<file path="src/rtl/mem_access_unit.sv">
// mem_access_unit: single-request load/store initiator for a 1024-word data memory.
// Sub-word stores are a read-modify-write because the memory only writes whole words.
module mem_access_unit (
    input  logic        clk,
    input  logic        rst,
    input  logic        req_valid,
    output logic        req_ready,
    input  logic [3:0]  req_op,
    input  logic [11:0] req_addr,
    input  logic [31:0] req_wdata,
    output logic        done,
    output logic        err,
    output logic [31:0] rdata,
    output logic [9:0]  DataAddr,
    output logic [31:0] WriteData,
    output logic        DMRd,
    output logic        DMWr,
    input  logic [31:0] DataOut
);
    localparam logic [1:0] IDLE = 2'd0, READ = 2'd1, WRITE = 2'd2, DONE = 2'd3;

    logic [1:0]  state_q, state_d;
    logic [3:0]  op_q;
    logic [11:0] addr_q;
    logic [31:0] wdata_q, old_q, rdata_q;
    logic        err_q;
    logic        accept, req_bad;
    logic [4:0]  sh;
    logic [7:0]  byte_sel;
    logic [15:0] half_sel;
    logic [31:0] load_val, mask, merged;

    // op[1:0]: 00 byte, 01 half, 11 word; 10 and stores/loads with op[2] on wide/store ops are illegal
    assign req_bad = (req_op[1:0] == 2'b10) | (req_op[3] & req_op[2]) | (req_op[2] & req_op[1])
                   | (req_op[1] ? |req_addr[1:0] : (req_op[0] & req_addr[0]));
    assign accept  = req_valid && state_q == IDLE;

    assign sh       = {addr_q[1:0], 3'b000};
    assign byte_sel = DataOut[sh +: 8];
    assign half_sel = addr_q[1] ? DataOut[31:16] : DataOut[15:0];
    assign load_val = op_q[1] ? DataOut
                    : op_q[0] ? {{16{~op_q[2] & half_sel[15]}}, half_sel}
                    : {{24{~op_q[2] & byte_sel[7]}}, byte_sel};
    assign mask     = op_q[0] ? 32'h0000_ffff : 32'h0000_00ff;
    assign merged   = op_q[1] ? wdata_q : (old_q & ~(mask << sh)) | ((wdata_q & mask) << sh);

    always_comb begin
        state_d = state_q;
        case (state_q)
            IDLE:    state_d = !accept ? IDLE : req_bad ? DONE : (req_op[3] && req_op[1]) ? WRITE : READ;
            READ:    state_d = op_q[3] ? WRITE : DONE;
            WRITE:   state_d = DONE;
            default: state_d = IDLE;
        endcase
    end

    always_ff @(posedge clk) begin
        if (rst) begin
            state_q <= IDLE;
            op_q    <= '0;
            addr_q  <= '0;
            wdata_q <= '0;
            old_q   <= '0;
            rdata_q <= '0;
            err_q   <= 1'b0;
        end else begin
            state_q <= state_d;
            if (accept) begin
                op_q    <= req_op;
                addr_q  <= req_addr;
                wdata_q <= req_wdata;
                err_q   <= req_bad;
            end
            if (state_q == READ && op_q[3])
                old_q <= DataOut;
            if (state_q == READ && !op_q[3])
                rdata_q <= load_val;
        end
    end

    // Outputs are gated by rst so an aborted write never reaches the memory
    assign req_ready = rst | (state_q == IDLE);
    assign done      = !rst && state_q == DONE;
    assign err       = done & err_q;
    assign rdata     = rst ? 32'h0 : rdata_q;
    assign DMRd      = !rst && state_q == READ;
    assign DMWr      = !rst && state_q == WRITE;
    assign DataAddr  = (DMRd | DMWr) ? addr_q[11:2] : 10'h0;
    assign WriteData = DMWr ? merged : 32'h0;
endmodule

</file>
<file path="config.mk">
export PLATFORM = sky130hd
export DESIGN_NAME = mem_access_unit
export DESIGN_NICKNAME = d
export VERILOG_FILES = /design/src/rtl/mem_access_unit.sv
export SDC_FILE = /design/constraint.sdc
export NUM_CORES = 1
export LEC_CHECK = 0
export BUFFER_PORTS_ARGS = -buffer_cell sky130_fd_sc_hd__buf_2
export CAP_MARGIN = 20
export CORE_ASPECT_RATIO = 1.25
export CORE_MARGIN = 5
export CORE_UTILIZATION = 50
export DETAILED_ROUTE_END_ITERATION = 7
export GPL_TIMING_DRIVEN = 0
export PLACE_DENSITY = 0.77
export SLEW_MARGIN = 20
export SYNTH_ARGS = -nofsm -noshare
export SYNTH_HDL_FRONTEND = slang
export SYNTH_SLANG_ARGS = --single-unit
</file>
<file path="constraint.sdc">
create_clock -name clk -period 2.4 [get_ports clk]
set_clock_uncertainty 0.15 [all_clocks]
set_input_delay 0.48 -clock clk [delete_from_list [all_inputs] [get_ports clk]]
set_output_delay 0.48 -clock clk [all_outputs]
set_load 0.02 [all_outputs]
</file>
# [Word level (Yosys, flattened, before mapping)]
# Index checks and enable logic that the tools add are counted.
[word_totals] output_inout_bits=79 latchBits=0 reg_bits=115 n_memories=0 input_bits=83 wordCells=55 ram_bits=0 rom_bits=0
[op_classes] add_sub_neg=0 mul=0 reduce_logical=11 n_shift=3 n_bitwise=16 order_cmp=0 div_mod_pow=0 n_eq_ne=4 muxes=14
[op_table] op="$mux W32" count=5
[op_table] op="$and A32 B16 Y32" count=1
[op_table] op="$and A32 B32 Y32" count=1
[op_table] op="$mux W16" count=2
[op_table] op="$not A32 Y32" count=1
[op_table] op="$or A32 B32 Y32" count=1
[op_table] op="$shiftx A32 B6 Y8" count=1
[op_table] op="$shl A16 B5 Y32" count=1
[op_table] op="$shl A32 B5 Y32" count=1
[op_table] op="$mux W10" count=1
[op_table] op="$logic_and A1 B1 Y1" count=7
[op_table] op="$and A1 B1 Y1" count=6
[op_table] op="$eq A2 B2 Y1 const B" count=3
[op_table] op="$mux W2" count=3
[op_table] op="$pmux W2 S3" count=1
[op_table] op="$or A1 B1 Y1" count=5
[op_table] op="$eq A2 B1 Y1 const B" count=1
[op_table] op="$logic_not A1 Y1" count=2
[op_table] op="$logic_not A2 Y1" count=1
[op_table] op="$mux W1" count=2
[op_table] op="$reduce_or A2 Y1" count=1
[op_table] op="$not A1 Y1" count=1

# [Depth between registers and ports, before layout]
# Gate-level depths: netlist (run 1).
[logic_depth] depth_word=7 ltp_mapped=8 depth_no_buf=7

# [Least setup slack after synthesis (run 1)]
# No wires, ideal clock.
[synth_path] path_kind="register to output" startpoint="register state_q[0]" endpoint="output WriteData[10]" slack_ns=0.017 arrival_time_ns=1.753 path_buffers=2 path_stages_with_launch=9 required_time_ns=1.770 cell_sequence="dfxtp_1 inv_1 ha_1 nand2b_1 buf_2 clkinv_1 clkbuf_1 o21ai_0 a21oi_1"
[synth_via] elab_chain_cells=3
[synth_rtl] item="from (decl)" line="22" text="logic [1:0] state_q, state_d;"
[synth_rtl] item="from (signal assigned)" line="67" text="state_q <= state_d;"
[synth_rtl] item="$eq A2 B2 Y1" line="87" text="assign DMWr = !rst && state_q == WRITE;"
[synth_rtl] item="$logic_and A1 B1 Y1" line="87"
[synth_rtl] item="via DMWr" line="17" text="output logic DMWr,"
[synth_rtl] item="$mux W32" line="89" text="assign WriteData = DMWr ? merged : 32'h0;"
[synth_rtl] item="to (decl)" line="15" text="output logic [31:0] WriteData,"
# The timed path passes the listed nets, and every way through them passes these cells.

# [Worst setup path after layout (run 1)]
[layout_path] startpoint="register addr_q[1]" endpoint="output WriteData[18]"
[layout_via] elab_chain_cells=6 word_cells_on_any_way=7 classes_between="shift: 2; mux: 2; bitwise: 3"
[layout_rtl] item="from (decl)" line="24" text="logic [11:0] addr_q;"
[layout_rtl] item="from (signal assigned)" line="70" text="addr_q <= req_addr;"
[layout_rtl] item="$shl A16 B5 Y32" line="45" text="assign merged = op_q[1] ? wdata_q : (old_q & ~(mask << sh)) | ((wdata_q & mask) << sh);"
[layout_rtl] item="$not A32 Y32" line="45"
[layout_rtl] item="$and A32 B32 Y32" line="45"
[layout_rtl] item="$or A32 B32 Y32 (*)" line="45"
[layout_rtl] item="$mux W32 (*)" line="45"
[layout_rtl] item="$mux W32 (*)" line="89"
# Mark *: on every way between the ends. The rest lies on a longest branch, timed or not.

==> summary.md, run 1 <==
| Metric | Value |
|---|---|
| Violated checks | `negative setup slack` |
| Comb power frac | `38.2%` |
| Crit path kind | `flip-flop to output port` |
| Layout cells sized above 1 | `30.8%` |
| Slew Viols, Final | `0` |
| Number of fill cells in the layout | `1001` |
| DR pass1 iterations | `5` |
| Syn Area/Cell | `7.33 µm²` |
| Worst setup EP type | `output port` |
| Seq/Total Area, Yosys | `38.6%` |
| CP cell instances | `buf_6 -> buf_8 -> nor2b_4 -> nand2_2 -> a311oi_4 -> a31o_2 -> buf_6` |
| Primary FF master, synth | `dfxtp_1` |
| Most frequent CP cell | `buf_6` |
| Via Count | `6905` |
| WL final | `22600 µm` |
| Die area | `0.0142 mm²` |
| Diodes inserted | `0` |
| Dpl ws | `-328 ps` |
| CP max stage delay | `350 ps` |
| RSZ-0062 raised after global routing | `yes` |
| Peak VDD IR | `0.000712 V` |
| Seq pwr share | `31.7%` |
| Final ANT Viol Nets | `0` |
| Most Crowded Layer GR | `met2` |
| Asr flop ratio synth | `0%` |
| Yosys warning total | `0` |
| Starting Density | `51.1%` |
| # rows | `44` |
| Met1 usage | `38.0%` |
| Clock transition at the registers of the reported paths | `60 ps` |
| Grt total ovfl | `0` |
| Period utilization | `110%` |
| Sw Share | `38.5%` |
| Tmin final | `2650 ps` |
| Pin count of the biggest net entering global routing | `17` |
| Synth-to-layout area growth | `37.9%` |
| DRC Markers | `0` |
| Most common cell after layout, fill and taps aside | `nand2_1` |
| Mapped Cells | `814` |
| Met2 Usage GRT | `50.1%` |
| CTS max path bufs | `2` |
| CTS tree | `built` |
| Final WS setup | `-248 ps` |
| Skew-Pair Late Insertion Delay | `420 ps` |
| Number of enable flip-flop cells after synthesis | `0` |
| RePlAce Congestion | `0.954` |
| Clk pwr share | `30.1%` |
| Worst slew margin | `41.1%` |
| Final hold vios | `0` |
| Dpl cells | `1136` |
| CTS buffer count | `17` |
| Flops & latches, synth | `115` |
| Antenna violations before repair | `0` |
| Syn_nets | `902` |
| Status | `complete, but fails checks` |
| Startpoint types | `flip-flop` |
| Pleak | `3.23 nW` |
| Hold Path Class | `primary input to flip-flop` |
| Commonest non-fill, non-tap cells in the layout | `205 x nand2_1, 141 x buf_2, 122 x a21oi_1` |
| PD cells | `991 mW/mm²` |
| DP HPWL | `15800 µm` |
| Wire per inst | `19.1 µm` |
| Clock Root Buffer | `clkbuf_16` |
| Vias in the first global route | `6496` |
| Final Net Count | `1098` |
| GRT Overall Usage | `30.8%` |
| Die height | `132 µm` |
| Max Cap Violations | `0` |
| CP required | `1770 ps` |
| Setup violations, final | `32` |
| GR Util met3 | `6.08%` |
| Total negative slack | `-3350 ps` |
| Clock Sinks | `115` |
| # H-tree levels | `4` |
| Max Freq | `0.378 GHz` |
| Mapped Area | `0.00597 mm²` |
| Finished Layout Cells | `1184` |
| Die width | `108 µm` |
| Port Buffer Count | `161` |
| 1st-iter DRT viols | `744` |
| CP max FO | `7` |
| Worst Path Arrival | `2020 ps` |
| Io pins | `162` |
| Via-per-instance ratio | `5.83` |
| Core Region | `0.0117 mm²` |
| Slew @ Worst Pin | `874 ps` |
| Internal | `5.02 mW` |
| Top delay family on crit path | `compound AO/OA/AOI/OAI gates` |
| Synth cell types | `43` |
| Crit-path slowest cell | `dfxtp_4` |
| P_sw | `3.14 mW` |
| First-pass GRT wire length | `34500 µm` |
| WP buf/inv | `3` |
-- final cells by class --
class | count | area (µm²) | share of cell area (%)
Sequential cell | 115 | 2310 | 28.1
Buffer | 65 | 390 | 4.74
Multi-Input combinational cell | 619 | 3620 | 44.0
Clock inverter | 13 | 134 | 1.63
Timing Repair Buffer | 179 | 1060 | 12.9
Inverter | 13 | 65.1 | 0.790
Clock buffer | 19 | 443 | 5.38
Tap cell | 161 | 201 | 2.45
-- power groups by stage --
| stage | Combinational (mW) | Sequential [mW] | Clock [mW] |
|---|---|---|---|
| floorplan | 1.87 | 2.47 | 0 |
| global placement | 2.55 | 2.57 | 0 |
| detailed placement | 2.58 | 2.58 | 0 |
| CTS | 2.96 | 2.56 | 2.46 |
| global route | 3.37 | 2.61 | 2.56 |
| finish | 3.11 | 2.59 | 2.46 |
-- state kept, by name, indices dropped and copies added, names as in the netlist --
signal   cells
addr_q      12
err_q        1
old_q       32
op_q         4
rdata_q     32
state_q      2
wdata_q     32
-- path summary, 6_finish.rpt --
| kind | startpoint | to | slack [ps] | cells past startpoint |
|---|---|---|---|---|
| setup / recovery | addr_q[1]$_SDFFE_PP0N_ | WriteData[18] | -250 | 7 |
| hold / removal | req_addr[9] | addr_q[9]$_SDFFE_PP0N_ | 150 | 3 |
| setup reg to reg | state_q[0]$_SDFF_PP0_ | state_q[1]$_SDFF_PP0_ | 190 | 8 |
| hold reg to reg | addr_q[11]$_SDFFE_PP0N_ | addr_q[11]$_SDFFE_PP0N_ | 300 | 2 |
-- worst register-to-register path, stage by stage (launching register included) --
cell	delay [ps]
dfxtp_2	350
inv_2	80
buf_4	110
ha_1	190
and2_1	150
clkbuf_1	300
clkbuf_1	470
a31oi_1	160
nor3_1	170
-- synthesized netlist by cell type (2+ instances only) --
master,count,share of area (%)
a22oi_1,7,0.88
a211oi_1,20,2.5
a221oi_1,3,0.44
nor3_1,3,0.25
mux2i_1,7,1.2
inv_1,12,0.75
buf_4,2,0.25
buf_1,15,0.94
buf_2,13,1.1
a31o_2,6,0.88
o21ai_1,6,0.50
a221o_1,2,0.34
o22ai_1,8,0.84
nor2_1,46,2.9
nand2_1,213,13
nand2b_1,8,0.84
a211oi_2,10,2.1
ha_1,5,1.0
o21ai_0,32,2.7
a31oi_1,3,0.31
o221ai_1,15,2.2
buf_6,2,0.38
a311oi_1,6,0.88
clkbuf_1,36,2.3
nor2b_1,44,4.6
and2_1,13,1.4
dfxtp_1,115,39
mux2_2,8,1.5
a21oi_1,134,11
or3_1,7,0.73
-- per-stage QoR --
step / power [mW] / hold slack, ps / cell area (µm²) / utilization [%]
after detailed placement: 5.16 / 294 / 6980 / 59.8
after CTS: 7.98 / 148 / 8150 / 69.8
after global placement: 5.12 / 287 / 6980 / 59.8
after global routing: 8.54 / 150 / 8230 / 70.5
after floorplan: 4.35 / 282 / 5970 / -
final: 8.16 / 149 / 8230 / 70.5
-- per-layer routing --
metal  vias to the layer above  wire length, µm
li1                       3188                -
met1                      3157             8250
met2                       450            10800
met3                       110             2240
met4                         0             1270
met5                         -                0
-- logic make-up after synthesis --
group,after synthesis,synth area share (%)
flip-flops,115,38.6
adder cells (fa/ha/maj),5,1.05
multiplexers,16,2.93
AO/OA/AOI/OAI,257,26.8
buffers and inverters,81,5.74
AND/OR/NAND/NOR,340,24.9
-- repair_timing --
item / in CTS / in global routing
cloned: 1 / 1
resized for setup: 134 / 20
hold endpoints to repair: 0 / 0
hold buffers: 0 / 0
setup endpoints to repair: 46 / 43
pin swaps: 33 / 10
buffers inserted: 16 / 1
Note: power is estimated with default switching activity, not from simulation.
==> inputs of run 2 (changes only) <==
Settings changed: CORE_UTILIZATION 50 to 48.
Clock period 2.4 ns to 2.2 ns, I/O delays scaled along.
==> summary.md, run 2 (synthesized netlist as in run 1, its figures left out) <==
| Metric | Value |
|---|---|
| Cells on Worst Hold Path | `3 (unchanged)` |
| RePlAce Congestion | `0.946 (-0.76%)` |
| Peak VDD IR | `0.000616 V (-13%)` |
| Biggest regs | `old_q (32), rdata_q (32), wdata_q (32)` |
| Clock transition at the registers of the reported paths | `50 ps (about the same)` |
| PD cells | `1080 mW/mm² (+8.7%)` |
| FF-to-FF setup slack | `80 ps (-110 ps)` |
| Io pins | `162 (unchanged)` |
| Period utilization | `115%` |
| RSZ-0062 raised after global routing | `yes` |
| Wire per inst | `20.1 µm (+5.2%)` |
| Pin count of the biggest net entering global routing | `20 (+3)` |
| Die area | `0.0148 mm² (+3.8%)` |
| DR pass1 iterations | `7 (+2)` |
| Diodes inserted | `0 (unchanged)` |
| Core Region | `0.0122 mm² (+4.2%)` |
| Dpl cells | `1139 (+0.26%)` |
| Worst reg-to-reg path cell count | `4 (-4)` |
| Via Count | `7132 (+3.3%)` |
| First-pass GRT wire length | `34500 µm (-0.22%)` |
| CTS max path bufs | `2 (unchanged)` |
| Finished Layout Cells | `1194 (+0.84%)` |
| Commonest non-fill, non-tap cells in the layout | `203 x nand2_1, 123 x buf_2, 110 x dfxtp_1` |
| Violated checks | `negative setup slack` |
| Clock Sinks | `115 (unchanged)` |
| Most common cell after layout, fill and taps aside | `nand2_1` |
| Min-delay src | `req_wdata[29]` |
| Hold Path Class | `primary input to flip-flop` |
| Port Buffer Count | `161 (unchanged)` |
| Reg-to-Reg Start | `addr_q[0]$_SDFFE_PP0N_` |
| Layout cells sized above 1 | `37.7% (+6.9 points)` |
| GRT Overall Usage | `30.1% (-0.73 points)` |
| CP max FO | `7 (unchanged)` |
| Cts-stage hold buffer count | `0 (unchanged)` |
| Die height | `135 µm (+1.9%)` |
| CP required | `1610 ps (-160 ps)` |
| Final ANT Viol Nets | `0 (unchanged)` |
| DP HPWL | `15600 µm (-0.84%)` |
| Hold Path End | `wdata_q[29]$_SDFFE_PP0N_` |
| Starting Density | `49.1% (-2.1 points)` |
| DRC Markers | `0 (unchanged)` |
| Die width | `110 µm (+1.9%)` |
| CTS buffer count | `17 (unchanged)` |
| Final hold vios | `0 (unchanged)` |
| Final WS setup | `-334 ps (-85.2 ps)` |
| Setup violations, final | `43 (+34%)` |
| Max Freq | `0.395 GHz` |
| Reg-to-Reg End | `rdata_q[5]$_SDFFE_PP0P_` |
| Status | `complete, but fails checks` |
| Slew Viols, Final | `0 (unchanged)` |
| # H-tree levels | `4 (unchanged)` |
| Slew @ Worst Pin | `791 ps (-82.6 ps)` |
| CTS tree | `built` |
| Tmin final | `2530 ps` |
| Worst slew margin | `46.7% (+5.6 points)` |
| Skew-Pair Late Insertion Delay | `420 ps (about the same)` |
| Final Net Count | `1106 (+0.73%)` |
| Startpoint types | `flip-flop` |
| Hold slack | `108 ps (-41.5 ps)` |
| Antenna violations before repair | `0 (unchanged)` |
| Vias in the first global route | `6622 (+1.9%)` |
| Via-per-instance ratio | `5.97 (+2.4%)` |
| Pleak | `3.40 nW (+5.3%)` |
| Worst setup EP type | `output port` |
| Max Cap Violations | `0 (unchanged)` |
| Dpl ws | `-433 ps (-105 ps)` |
| 1st-iter DRT viols | `661 (-11%)` |
| Clock Root Buffer | `clkbuf_16` |
| Crit path kind | `flip-flop to output port` |
| Worst Path Arrival | `1940 ps (-80 ps)` |
| Grt total ovfl | `0 (unchanged)` |
| Synth-to-layout area growth | `47.6%` |
| # rows | `45 (+2.3%)` |
| WL final | `23900 µm (+6.1%)` |
## run 2: worst max-delay path, cell delays in order, from the launching register on
cell and delay (ps):
dfxtp_4 340, buf_8 130, buf_8 120, nor2b_4 200, nand2_1 110, a311oi_2 330, a31o_2 180, buf_6 110
## run 2: repair_timing
action | 4_1_cts | 5_1_grt
resized for setup | 187 | 86
pin swaps | 25 | 18
gates cloned | 1 | 3
buffers inserted | 19 | 6
endpoints found under the hold margin | 0 | 0
setup endpoints to repair | 50 | 60
## run 2: how the worst max path moves through the flow
stage,start,endpoint,cells past startpoint
after floorplan,addr_q[1]$_SDFFE_PP0N_,WriteData[0],6
after global placement,state_q[0]$_SDFF_PP0_,WriteData[21],9
after detailed placement,state_q[0]$_SDFF_PP0_,WriteData[23],9
after CTS,addr_q[1]$_SDFFE_PP0N_,WriteData[20],7
after global routing,addr_q[1]$_SDFFE_PP0N_,WriteData[17],7
final,addr_q[1]$_SDFFE_PP0N_,WriteData[23],7
## run 2: power breakdown
part | switching (mW) | internal, mW | total (mW)
Clock | 0.979 | 1.82 | 2.80
Sequential | 0.336 | 2.51 | 2.85
Combinational | 2.32 | 1.53 | 3.85
## run 2: through the flow
stage          instance area, µm²  power, mW  TNS (ps)  util [%]
6_report                     8810       9.49     -6130      72.4
5_1_grt                      8810       9.86     -8220      72.4
4_1_cts                      8400       9.02     -5300      69.1
3_5_place_dp                 7050       5.69    -14720      58.0
3_3_place_gp                 7050       5.65    -14820      58.0
2_1_floorplan                6040       4.79         0         -
## run 2: area by class of cell
cell class / count / area, µm²
clock inverter: 11 / 135
multi-input combinational: 619 / 3890
clock buffer: 20 / 457
tap: 164 / 205
fill: 887 / 3350
buffer: 63 / 443
inverter: 13 / 68.8
sequential: 115 / 2320
timing repair buffer: 189 / 1290
## run 2: layer usage
layer  vias to the layer above  share of wire (%)  track usage, %
met4                         0                7.0            15.7
met3                       136                 10            7.13
met1                      3290                 36            36.1
li1                       3208                  -               -
met5                         -                  0               0
met2                       498                 47            49.4
==> inputs of run 3 (changes only) <==
Settings changed: PLACE_DENSITY 0.77 to 0.76, REMOVE_ABC_BUFFERS set to 1.
==> summary.md, run 3 (synthesized netlist as in run 1, its figures left out) <==
| Metric | Value |
|---|---|
| Die height | `135 µm (unchanged)` |
| Core Region | `0.0122 mm² (unchanged)` |
| Cts-stage hold buffer count | `0 (unchanged)` |
| Register area | `0.00232 mm² (+0.27%)` |
| Clock transition at the registers of the reported paths | `60 ps (about the same)` |
| Grt total ovfl | `0 (unchanged)` |
| First-pass GRT wire length | `33500 µm (-2.7%)` |
| PD cells | `1100 mW/mm² (+2.3%)` |
| Io pins | `162 (unchanged)` |
| Skew-Pair Late Insertion Delay | `420 ps (about the same)` |
| RSZ-0062 raised after global routing | `yes` |
| Setup violations, final | `34 (-21%)` |
| Slew @ Worst Pin | `733 ps (-57.8 ps)` |
| Clock Root Buffer | `clkbuf_16` |
| Via-per-instance ratio | `5.88 (-1.6%)` |
| Clock Sinks | `115 (unchanged)` |
| Number of fill cells in the layout | `945 (+6.5%)` |
| CP max stage delay | `410 ps (+70 ps)` |
| FF-to-FF setup slack | `70 ps (about the same)` |
| Crit-path slowest cell | `dfxtp_4` |
| Pin count of the biggest net entering global routing | `54 (+170%)` |
| Final WS setup | `-247 ps (+86.2 ps)` |
| Biggest regs | `old_q (32), rdata_q (32), wdata_q (32)` |
| Hold slack | `104 ps (-3.82 ps)` |
| Crit path kind | `flip-flop to output port` |
| Worst slew margin | `50.9% (+4.2 points)` |
| # rows | `45 (unchanged)` |
| Starting Density | `49.1% (unchanged)` |
| CTS buffer count | `17 (unchanged)` |
| Final Net Count | `1066 (-3.6%)` |
| Wire per inst | `19.3 µm (-3.8%)` |
| GRT Overall Usage | `29.1% (-1.0 points)` |
| Peak VDD IR | `0.000708 V (+15%)` |
| Tmin final | `2450 ps (-86.2 ps)` |
| Layout cells sized above 1 | `36.5% (-1.1 points)` |
| Most common cell after layout, fill and taps aside | `nand2_1` |
| # H-tree levels | `4 (unchanged)` |
| Final Total Pwr | `9.48 mW (-0.16%)` |
| 1st-iter DRT viols | `773 (+17%)` |
| Max Cap Violations | `0 (unchanged)` |
| Slew Viols, Final | `0 (unchanged)` |
| WL final | `22300 µm (-6.9%)` |
| Status | `complete, but fails checks` |
| CP max FO | `10 (+3)` |
| CTS max path bufs | `2 (unchanged)` |
| Final ANT Viol Nets | `0 (unchanged)` |
| Vias in the first global route | `6330 (-4.4%)` |
| Synth-to-layout area growth | `44.0%` |
| DP HPWL | `12500 µm (-20%)` |
| RePlAce Congestion | `0.846 (-11%)` |
| Diodes inserted | `0 (unchanged)` |
| Worst Path Arrival | `1860 ps (-80 ps)` |
| Die width | `110 µm (unchanged)` |
| Worst setup EP type | `output port` |
| Violated checks | `negative setup slack` |
| Area of the multi-input gates | `0.00374 mm² (-4.1%)` |
| Die area | `0.0148 mm² (unchanged)` |
| CTS tree | `built` |
| Antenna violations before repair | `0 (unchanged)` |
| Max Freq | `0.409 GHz (+3.5%)` |
| Dpl ws | `-1670 ps (-1240 ps)` |
| CP required | `1610 ps (about the same)` |
| DRC Markers | `0 (unchanged)` |
| Hold Path Class | `primary input to flip-flop` |
| Startpoint types | `flip-flop` |
| Commonest non-fill, non-tap cells in the layout | `206 x nand2_1, 119 x buf_2, 113 x a21oi_1` |
| Period utilization | `111% (-3.9 points)` |
| DR pass1 iterations | `6 (-1)` |
| Pleak | `3.36 nW (-1.3%)` |
| Final hold vios | `0 (unchanged)` |
| Total negative slack | `-5720 ps (+406 ps)` |
| Port Buffer Count | `161 (unchanged)` |
| Via Count | `6786 (-4.9%)` |
| CP cell instances | `inv_1 -> nor2_1 -> a221oi_1 -> a21oi_1 -> buf_2` |
[run 3: cell count changes in the layout (fill, tap and decap cells not counted), moves of 6 or more]
cell	before	now
o21ai_2	9	0
a21oi_1	107	113
o21ai_0	16	22
buf_4	39	47
clkbuf_1	27	0
buf_8	6	0
buf_1	8	0
a21oi_2	27	20
[run 3: area by class of cell]
class	instances	share of cell area, %
inverter	13	0.757
timing repair inverter	2	0.277
timing repair buffer	210	18.5
tap	164	2.39
multi-input combinational	619	43.5
sequential	115	27.0
clock buffer	21	5.59
clock inverter	11	2.02
[run 3: final timing paths]
check                                start                        to  depth (start not counted)
setup / recovery    addr_q[0]$_SDFFE_PP0N_             WriteData[17]                          5
hold / removal               req_wdata[26]  wdata_q[26]$_SDFFE_PP0N_                          3
setup reg to reg    addr_q[0]$_SDFFE_PP0N_   rdata_q[6]$_SDFFE_PP0P_                          5
hold reg to reg   wdata_q[23]$_SDFFE_PP0N_  wdata_q[23]$_SDFFE_PP0N_                          2
[run 3: power breakdown]
part           internal, mW  switching [mW]  leakage, nW
Clock                  2.02            1.02        0.312
Combinational          1.45            2.17         2.10
Sequential             2.51           0.305        0.942
[run 3: critical path, delay by kind of cell (launching register included)]
family                 cells  cell delay (ps)
AND/OR/NAND/NOR            1              130
flip-flops                 1              410
AO/OA/AOI/OAI              2              420
buffers and inverters      2              480
[run 3: metrics by stage]
stage          utilization, %  cells  instance area, µm²
5_1_grt                  70.7   1155                8600
2_1_floorplan               -    746                5680
6_report                 70.7   1155                8600
3_5_place_dp             56.2   1077                6830
3_3_place_gp             55.0   1071                6690
4_1_cts                  69.8   1148                8490
[run 3: metal layers]
metal / up-vias / part of all wire [%] / track usage [%] / routed length (µm)
li1: 3145 / - / - / -
met5: - / 0 / 0 / 0
met4: 0 / 5.5 / 14.7 / 1230
met1: 3051 / 38 / 35.5 / 8410
met2: 457 / 47 / 47.2 / 10500
met3: 133 / 9.5 / 7.03 / 2120
[run 3: repair_timing]
item,4_1_cts,5_1_grt
pin swaps,34,19
resized for setup,169,27
buffers inserted,33,9
gates cloned,6,0
setup endpoints to repair,74,71
hold endpoints to repair,0,0
